**src/rtl/controle_cronometro.sv**
```systemverilog
// Stopwatch master controller: debounces four buttons, runs the ZERADO/CONTANDO/PAUSADO/PARADO FSM,
// emits one-cycle command pulses and the 1 s tick. Define TOGGLE_START_EN for single-button start/stop.
module controle_cronometro #(
    parameter int DEBOUNCE_CYCLES = 500000,
    parameter int CLK_DIV         = 50000000
) (
    input  logic       clock,
    input  logic       reset,
    input  logic       btn_iniciar,
    input  logic       btn_pausar,
    input  logic       btn_parar,
    input  logic       btn_zerar,
    output logic       cmd_contar,
    output logic       cmd_pausar,
    output logic       cmd_parar,
    output logic       cmd_zerar,
    output logic       tick_seg,
    output logic [1:0] estado
);

    localparam int DBW = $clog2(DEBOUNCE_CYCLES);
    localparam int PW  = $clog2(CLK_DIV);

    // Button vector index doubles as the index of the command it requests.
    localparam int B_INI = 0;
    localparam int B_PAU = 1;
    localparam int B_PAR = 2;
    localparam int B_ZER = 3;

    typedef enum logic [1:0] {
        ZERADO   = 2'd0,
        CONTANDO = 2'd1,
        PAUSADO  = 2'd2,
        PARADO   = 2'd3
    } estado_t;

    logic [3:0]    btn;
    logic [3:0]    sync1_q, sync2_q;
    logic [3:0]    deb_q, deb_d, deb_dly_q;
    logic [3:0]    arm_q, arm_d;
    logic [3:0]    ev_q, ev_d;
    logic [1:0]    vld_q;
    estado_t       state_q, state_d;
    logic [3:0]    cmd_q, cmd_d;
    logic [PW-1:0] presc_q, presc_d;
    logic          counting;

    assign btn = {btn_zerar, btn_parar, btn_pausar, btn_iniciar};

    // A button only produces events once its synchronized level has been seen low
    // after reset, so a button held through reset release stays silent.
    assign arm_d = arm_q | ({4{vld_q[1]}} & ~sync2_q & ~deb_q);
    assign ev_d  = deb_q & ~deb_dly_q & arm_q;

    for (genvar gi = 0; gi < 4; gi++) begin : g_deb
        logic [DBW-1:0] cnt_q, cnt_d;
        logic           flip;

        always_comb begin
            cnt_d = '0;
            flip  = 1'b0;
            if (sync2_q[gi] != deb_q[gi]) begin
                if (cnt_q == DBW'(DEBOUNCE_CYCLES - 1)) flip  = 1'b1;
                else                                    cnt_d = cnt_q + 1'b1;
            end
        end

        always_ff @(posedge clock or negedge reset) begin
            if (!reset) cnt_q <= '0;
            else        cnt_q <= cnt_d;
        end

        assign deb_d[gi] = deb_q[gi] ^ flip;
    end

    always_ff @(posedge clock or negedge reset) begin
        if (!reset) begin
            sync1_q   <= '0;
            sync2_q   <= '0;
            deb_q     <= '0;
            deb_dly_q <= '0;
            arm_q     <= '0;
            ev_q      <= '0;
            vld_q     <= '0;
        end else begin
            sync1_q   <= btn;
            sync2_q   <= sync1_q;
            deb_q     <= deb_d;
            deb_dly_q <= deb_q;
            arm_q     <= arm_d;
            ev_q      <= ev_d;
            vld_q     <= {vld_q[0], 1'b1};
        end
    end

    // Priority zerar > parar > pausar > iniciar; an illegal event falls through to the next one.
    always_comb begin
        state_d = state_q;
        cmd_d   = '0;
        if (ev_q[B_ZER]) begin
            state_d      = ZERADO;
            cmd_d[B_ZER] = 1'b1;
        end else if (ev_q[B_PAR] && (state_q == CONTANDO || state_q == PAUSADO)) begin
            state_d      = PARADO;
            cmd_d[B_PAR] = 1'b1;
        end else if (ev_q[B_PAU] && state_q == CONTANDO) begin
            state_d      = PAUSADO;
            cmd_d[B_PAU] = 1'b1;
        end else if (ev_q[B_INI]) begin
`ifdef TOGGLE_START_EN
            if (state_q == CONTANDO || state_q == PAUSADO) begin
                state_d      = PARADO;
                cmd_d[B_PAR] = 1'b1;
            end else begin
                state_d      = CONTANDO;
                cmd_d[B_INI] = 1'b1;
            end
`else
            if (state_q != CONTANDO) begin
                state_d      = CONTANDO;
                cmd_d[B_INI] = 1'b1;
            end
`endif
        end
    end

    assign counting = (state_q == CONTANDO) || (state_q == PAUSADO);

    // Prescaler freezes in PARADO so a resumed second continues where it stopped.
    always_comb begin
        presc_d = presc_q;
        if (state_d == ZERADO)                         presc_d = '0;
        else if (counting && presc_q == PW'(CLK_DIV - 1)) presc_d = '0;
        else if (counting)                             presc_d = presc_q + 1'b1;
    end

    always_ff @(posedge clock or negedge reset) begin
        if (!reset) begin
            state_q <= ZERADO;
            cmd_q   <= '0;
            presc_q <= '0;
        end else begin
            state_q <= state_d;
            cmd_q   <= cmd_d;
            presc_q <= presc_d;
        end
    end

    assign tick_seg   = counting && (presc_q == PW'(CLK_DIV - 1));
    assign estado     = state_q;
    assign cmd_contar = cmd_q[B_INI];
    assign cmd_pausar = cmd_q[B_PAU];
    assign cmd_parar  = cmd_q[B_PAR];
    assign cmd_zerar  = cmd_q[B_ZER];

endmodule

```
**config.mk**
```make
export PLATFORM = sky130hd
export DESIGN_NAME = controle_cronometro
export DESIGN_NICKNAME = d
export VERILOG_FILES = /design/src/rtl/controle_cronometro.sv
export SDC_FILE = /design/constraint.sdc
export NUM_CORES = 1
export LEC_CHECK = 0
export CORE_MARGIN = 5
export CORE_UTILIZATION = 62
export CTS_CLUSTER_SIZE = 16
export DETAILED_ROUTE_END_ITERATION = 10
export GPL_TIMING_DRIVEN = 0
export PLACE_DENSITY = 0.87
export SYNTH_ARGS = -nofsm -noshare
export SYNTH_HDL_FRONTEND = slang
export SYNTH_SLANG_ARGS = --single-unit
```
**constraint.sdc**
```tcl
create_clock -name clock -period 2.6 [get_ports clock]
set_clock_uncertainty 0.2 [all_clocks]
set_input_delay 0.65 -clock clock [delete_from_list [all_inputs] [get_ports clock]]
set_output_delay 0.65 -clock clock [all_outputs]
set_load 0.01 [all_outputs]
```
# Word level (Yosys, flattened, before mapping)
# Cells that the tools add are included.
dict set report op_classes {
  n_reduce_logical 6
  eq_ne 12
  bitwise_logic 12
  n_mux 32
  add_sub_neg 5
}
# op count
set op_table {}
lappend op_table {{19-bit two-way mux} 8}
lappend op_table {{26-bit two-way mux} 3}
lappend op_table {{19-bit by 1-bit adder with 19-bit output (second input constant)} 4}
lappend op_table {{19-bit == test (second input constant)} 4}
lappend op_table {{26-bit by 1-bit adder with 26-bit output (second input constant)} 1}
lappend op_table {{26-bit == test (second input constant)} 1}
lappend op_table {{4-bit AND} 4}
lappend op_table {{1-bit two-way mux} 14}
lappend op_table {{2-bit two-way mux} 6}
lappend op_table {{4-bit NOT} 3}
lappend op_table {{1-bit inequality test} 4}
lappend op_table {{4-bit bitwise OR} 1}
lappend op_table {{1-bit bitwise XOR} 4}
lappend op_table {{1-bit logical AND} 3}
lappend op_table {{3-bit two-way mux} 1}
lappend op_table {{3-bit nonzero test} 1}
lappend op_table {{2-bit by 1-bit == test with 1-bit output (second input constant)} 1}
lappend op_table {{2-bit == test (second input constant)} 1}
lappend op_table {{2-bit logical NOT} 1}
lappend op_table {{2-bit by 1-bit inequality test with 1-bit output (second input constant)} 1}
lappend op_table {{1-bit logical OR} 1}
dict set report totals {
  reg_bits 134
  wordCells 81
  out_inout_bits 7
  input_bits 6
}

# Longest topological paths before layout
dict set report logic_depth {
  ltp_word 8
  ltp_mapped 9
  depth_no_buf 7
}

# Worst setup path after synthesis
# Ideal clock, no wire load.
dict set report synth_timing {
  path_kind {flip-flop to output port}
  startpoint {register state_q[1], in the netlist estado[1]}
  endpoint {output port tick_seg}
  path_stages_with_launch 6
  t_arrival_ps 1723
  setup_slack_ps 27
  n_path_buf 0
  cell_sequence {dfrtp_1 > inv_1 > ha_1 > or3_4 > or3_4 > inv_1}
}
dict set report synth_between {
  elab_chain_cells 3
}
# element line
set synth_rtl {}
lappend synth_rtl {{start, declared} 43} ;# estado_t state_q, state_d;
lappend synth_rtl {{start signal, assigned} 143} ;# state_q <= state_d;
lappend synth_rtl {{2-bit by 1-bit == test with 1-bit output or 2-bit == test (tied branches)} 127} ;# assign counting = (state_q == CONTANDO) || (state_q == PAUSADO);
lappend synth_rtl {{1-bit logical OR *} 127}
lappend synth_rtl {{1-bit logical AND *} 149} ;# assign tick_seg = counting && (presc_q == PW'(CLK_DIV - 1));
lappend synth_rtl {{end, declared} 17} ;# output logic tick_seg,
# Mark *: on every way between the ends. The rest lies on a longest branch, timed or not.

# Worst setup path after layout
# Ends and elaborated chain as after synthesis.

==> flow_summary.toml <==
[logic_synthesis]
yosys_warnings = 0
synthMostInstantiatedCell = "dfrtp_1"
synth_cells = 597
postSynth.asyncResetShare_pct = 100
synth_seq_area_share_pct = 54.7
syn_nets = 610
flip_flop_cell_with_the_highest_count_after_synthesis = "dfrtp_1"
number_of_enable_type_register_cells_in_the_synthesized_netlist = 0
post-synth-top-area-fraction_pct = 54.7
yosys_register_bits = 134
yosys-top-cells-count = "dfrtp_1, nor2_1, xor2_1"
synth.area.top_cells = "dfrtp_1, xor2_1, nor2_1"
synth_top_cell_by_area = "dfrtp_1"
synth_cell_type_count = 45
mean_area_per_synthesized_cell_um2 = 10.3
synth.cell_area_mm2 = 0.00613

[power_and_ir_drop]
worst_ir_drop_vdd_mv = 0.470
cellPowerDensity_mw_per_mm2 = 611
power_leakage_nw = 3.04

[finish]
final-seq-area_mm2 = 0.00336
area_taken_by_multi_input_logic_gates_mm2 = 0.00274
post_route_cells_drive_above_1_share_pct = 12.2
n_fill_cell = 635
layout.cell_area.non_filler_mm2 = 0.00712
design.final.nets = 652
area_growth_syn_to_layout_pct = 16.3
antenna_diode_instance_count = 0

[worst_setup_path]
signal_arrival_time_at_the_worst_endpoint_ns = 2.05
timing.critical_path.from_type = "register"
critical_path_required_ns = 1.75
critical_path.max_stage_delay_ns = 0.38
r2r_end = "presc_q[22]$_DFFE_PN0P_"
crit_reg_reg_startpoint = "estado[0]$_DFF_PN0_"
critical_path.top_delay_family = "simple AND/OR/NAND/NOR gates"
critical_path.max_fanout = 2
setup.reg_to_reg.worst_slack_ns = 0.16
cp_num_buf_inv = 3
crit_path_top_delay_cell = "dfrtp_1"
timing.critical_path.cells = "inv_2, ha_4, or3_4, or3_4, inv_2, buf_6"
cp-end-kind = "output pin"
crit_type = "register to output pin"
timing.reg2reg.worst_path_depth = 6

[route]
drt-vias-per-instance = 5.74
post-route-drc-count = 0
detail_route.wirelength_um = 12300
wl_per_cell_um = 15.7
drtAntennaViolNets = 0
via_count = 4488
firstDrtPassIters = 5
detail_route.iter0.violations = 367

[timing]
max-slew-margin-rel_pct = 45.5
unrepaired_setup_endpoints_after_global_routing = "yes"
worst_pin_slew_ns = 0.810
setup_violations = 1
max_freq_mhz = 345
worst_slack_ns = -0.298
final_hold_viol_count = 0
final_period_minus_worst_setup_slack_ns = 2.90
max_slew_violation_count = 0
period_share_pct = 111

[floorplan]
design.die.area_mm2 = 0.0120
boundaryPins = 13
die_x_um = 109
placement_rows = 36
y_dimension_of_the_die_um = 109
starting_density_of_the_core_pct = 63.3
fp.coreArea_mm2 = 0.00968

[grt]
overflow = 0
pin_count_of_the_biggest_net_entering_global_routing = 81
first_pass_grt_wire_length_um = 21200
antenna_found_initial = 0
first_global_vias = 4603
grt.total_usage_pct = 22.9

[place]
placed_area_mm2 = 0.00644
total_half_perimeter_wirelength_after_legalization_and_detailed_placement_um = 7440
gp_routability_congestion = 0.841
pre_cts_slack_ns = -0.572
portBuffers = 12

[clock_network]
cts_htree_levels = 4
cts_sinks = 134
cts_buffer_depth = 2
root_buf_cell = "clkbuf_8"
insertion_delay_ns = 0.52
clkTransAtPathRegs_ns = 0.05
tritoncts = "yes"
tritoncts.num_buffers = 17

[status]
violated_checks = "negative setup slack"
run_status = "complete, but fails checks"

[hold_path]
holdCritPathClass = "register to register"
cell_depth_of_the_worst_min_delay_path = 0
worst_hold_startpoint = "sync1_q[2]$_DFF_PN0_"
hold_endpoint = "sync2_q[2]$_DFF_PN0_"

[flow_run]
cap_violations = 0
-- cell families after synthesis --
group,after synthesis,synth area share (%)
and+or+nand+nor,309,25.2
DFF,134,54.7
xor gates and xnor gates,91,13.0
AOI/OAI and AO/OA,27,2.96
buffers and inverters,23,1.65
adders and majority gates,7,1.43
muxes,5,0.919
other,1,0.0612
-- cells in the final DEF (no fill, tap or decap), drive strengths merged, types with 2 or more instances in the layout --
cell type / instances
nand4: 26
nor4bb: 3
or3: 6
dfrtp: 134
o31ai: 2
and3: 10
nor4b: 5
nand2b: 2
clkinv: 4
nor4: 11
nand3b: 4
nand3: 42
a21o: 5
mux2: 5
xor2: 65
or2: 6
inv: 11
clkdlybuf4s50: 10
nor2: 118
clkbuf: 27
buf: 22
nand4b: 2
and4: 8
o21ai: 4
a21oi: 10
xnor2: 26
nor3: 12
ha: 7
nand2: 47
and3b: 3
-- power by group --
part           switching (mW)  total (mW)  internal [mW]
clock network           0.808        2.11           1.30
registers              0.0218        2.13           2.11
logic                  0.0754       0.112         0.0363
total                   0.905        4.35           3.45
-- repair_timing --
item / in CTS / in global routing
buffers inserted: 9 / 1
resized for setup: 15 / 5
setup endpoints to repair: 2 / 22
hold buffers: 1 / 0
pin swaps: 5 / 1
endpoints found under the hold margin: 54 / 0
-- how the worst max path moves through the flow --
| stage | end | slack (ns) | depth (start not counted) | from |
|---|---|---|---|---|
| after floorplan | tick_seg | 0.03 | 5 | estado[1]$_DFF_PN0_ |
| after global placement | g_deb[3].cnt_q[16]$_DFF_PN0_ | -4.22 | 1 | reset |
| after detailed placement | tick_seg | -0.57 | 6 | estado[1]$_DFF_PN0_ |
| after CTS | tick_seg | -0.31 | 6 | presc_q[1]$_DFFE_PN0P_ |
| after global routing | tick_seg | -0.37 | 6 | estado[1]$_DFF_PN0_ |
| final | tick_seg | -0.30 | 6 | estado[1]$_DFF_PN0_ |
-- routing by layer --
layer	track usage [%]	vias to the layer above	part of all wire [%]
li1	-	2120	-
met4	8.10	0	1.3
met5	0	-	0
met3	7.16	20	4.3
met2	38.7	120	52
met1	27.7	2228	42
-- cell type report --
cell class	instances	area share (%)
buffer	11	0.790
clock buffer	25	7.08
clock inverter	4	0.281
inverter	11	0.580
multi-input combinational	440	38.5
sequential	134	47.1
tap	133	2.34
timing repair buffer	24	3.30
-- state kept, by name (all words and copies together), names as in the netlist, named ones only --
name and cells:
arm_q 4, cmd_q 4, sync2_q 4, deb_dly_q 4, vld_q 2, presc_q 26, ev_q 4, estado 2
sync1_q 4, g_deb.cnt_q 76
-- metrics by stage --
| step | setup TNS [ns] | utilization [%] | hold slack [ns] | std cells | power [mW] |
|---|---|---|---|---|---|
| 2_1_floorplan | 0 | - | 0.131 | 597 | 2.21 |
| 3_3_place_gp | -565.50 | 66.2 | 0.133 | 742 | 2.27 |
| 3_5_place_dp | -0.617 | 66.5 | 0.137 | 743 | 2.28 |
| 4_1_cts | -0.312 | 73.2 | 0.150 | 782 | 4.39 |
| 5_1_grt | -0.372 | 73.6 | 0.150 | 782 | 4.52 |
| 6_report | -0.298 | 73.6 | 0.147 | 782 | 4.35 |
-- worst register-to-register path: stages (launching register included) --
cell and delay, ns:
dfrtp_2 0.42, ha_4 0.18, a2111o_1 0.53, a21oi_4 0.33, nand3_1 0.13, nor3_1 0.18, mux2_2 0.35
(Power assumes the default switching activity.)
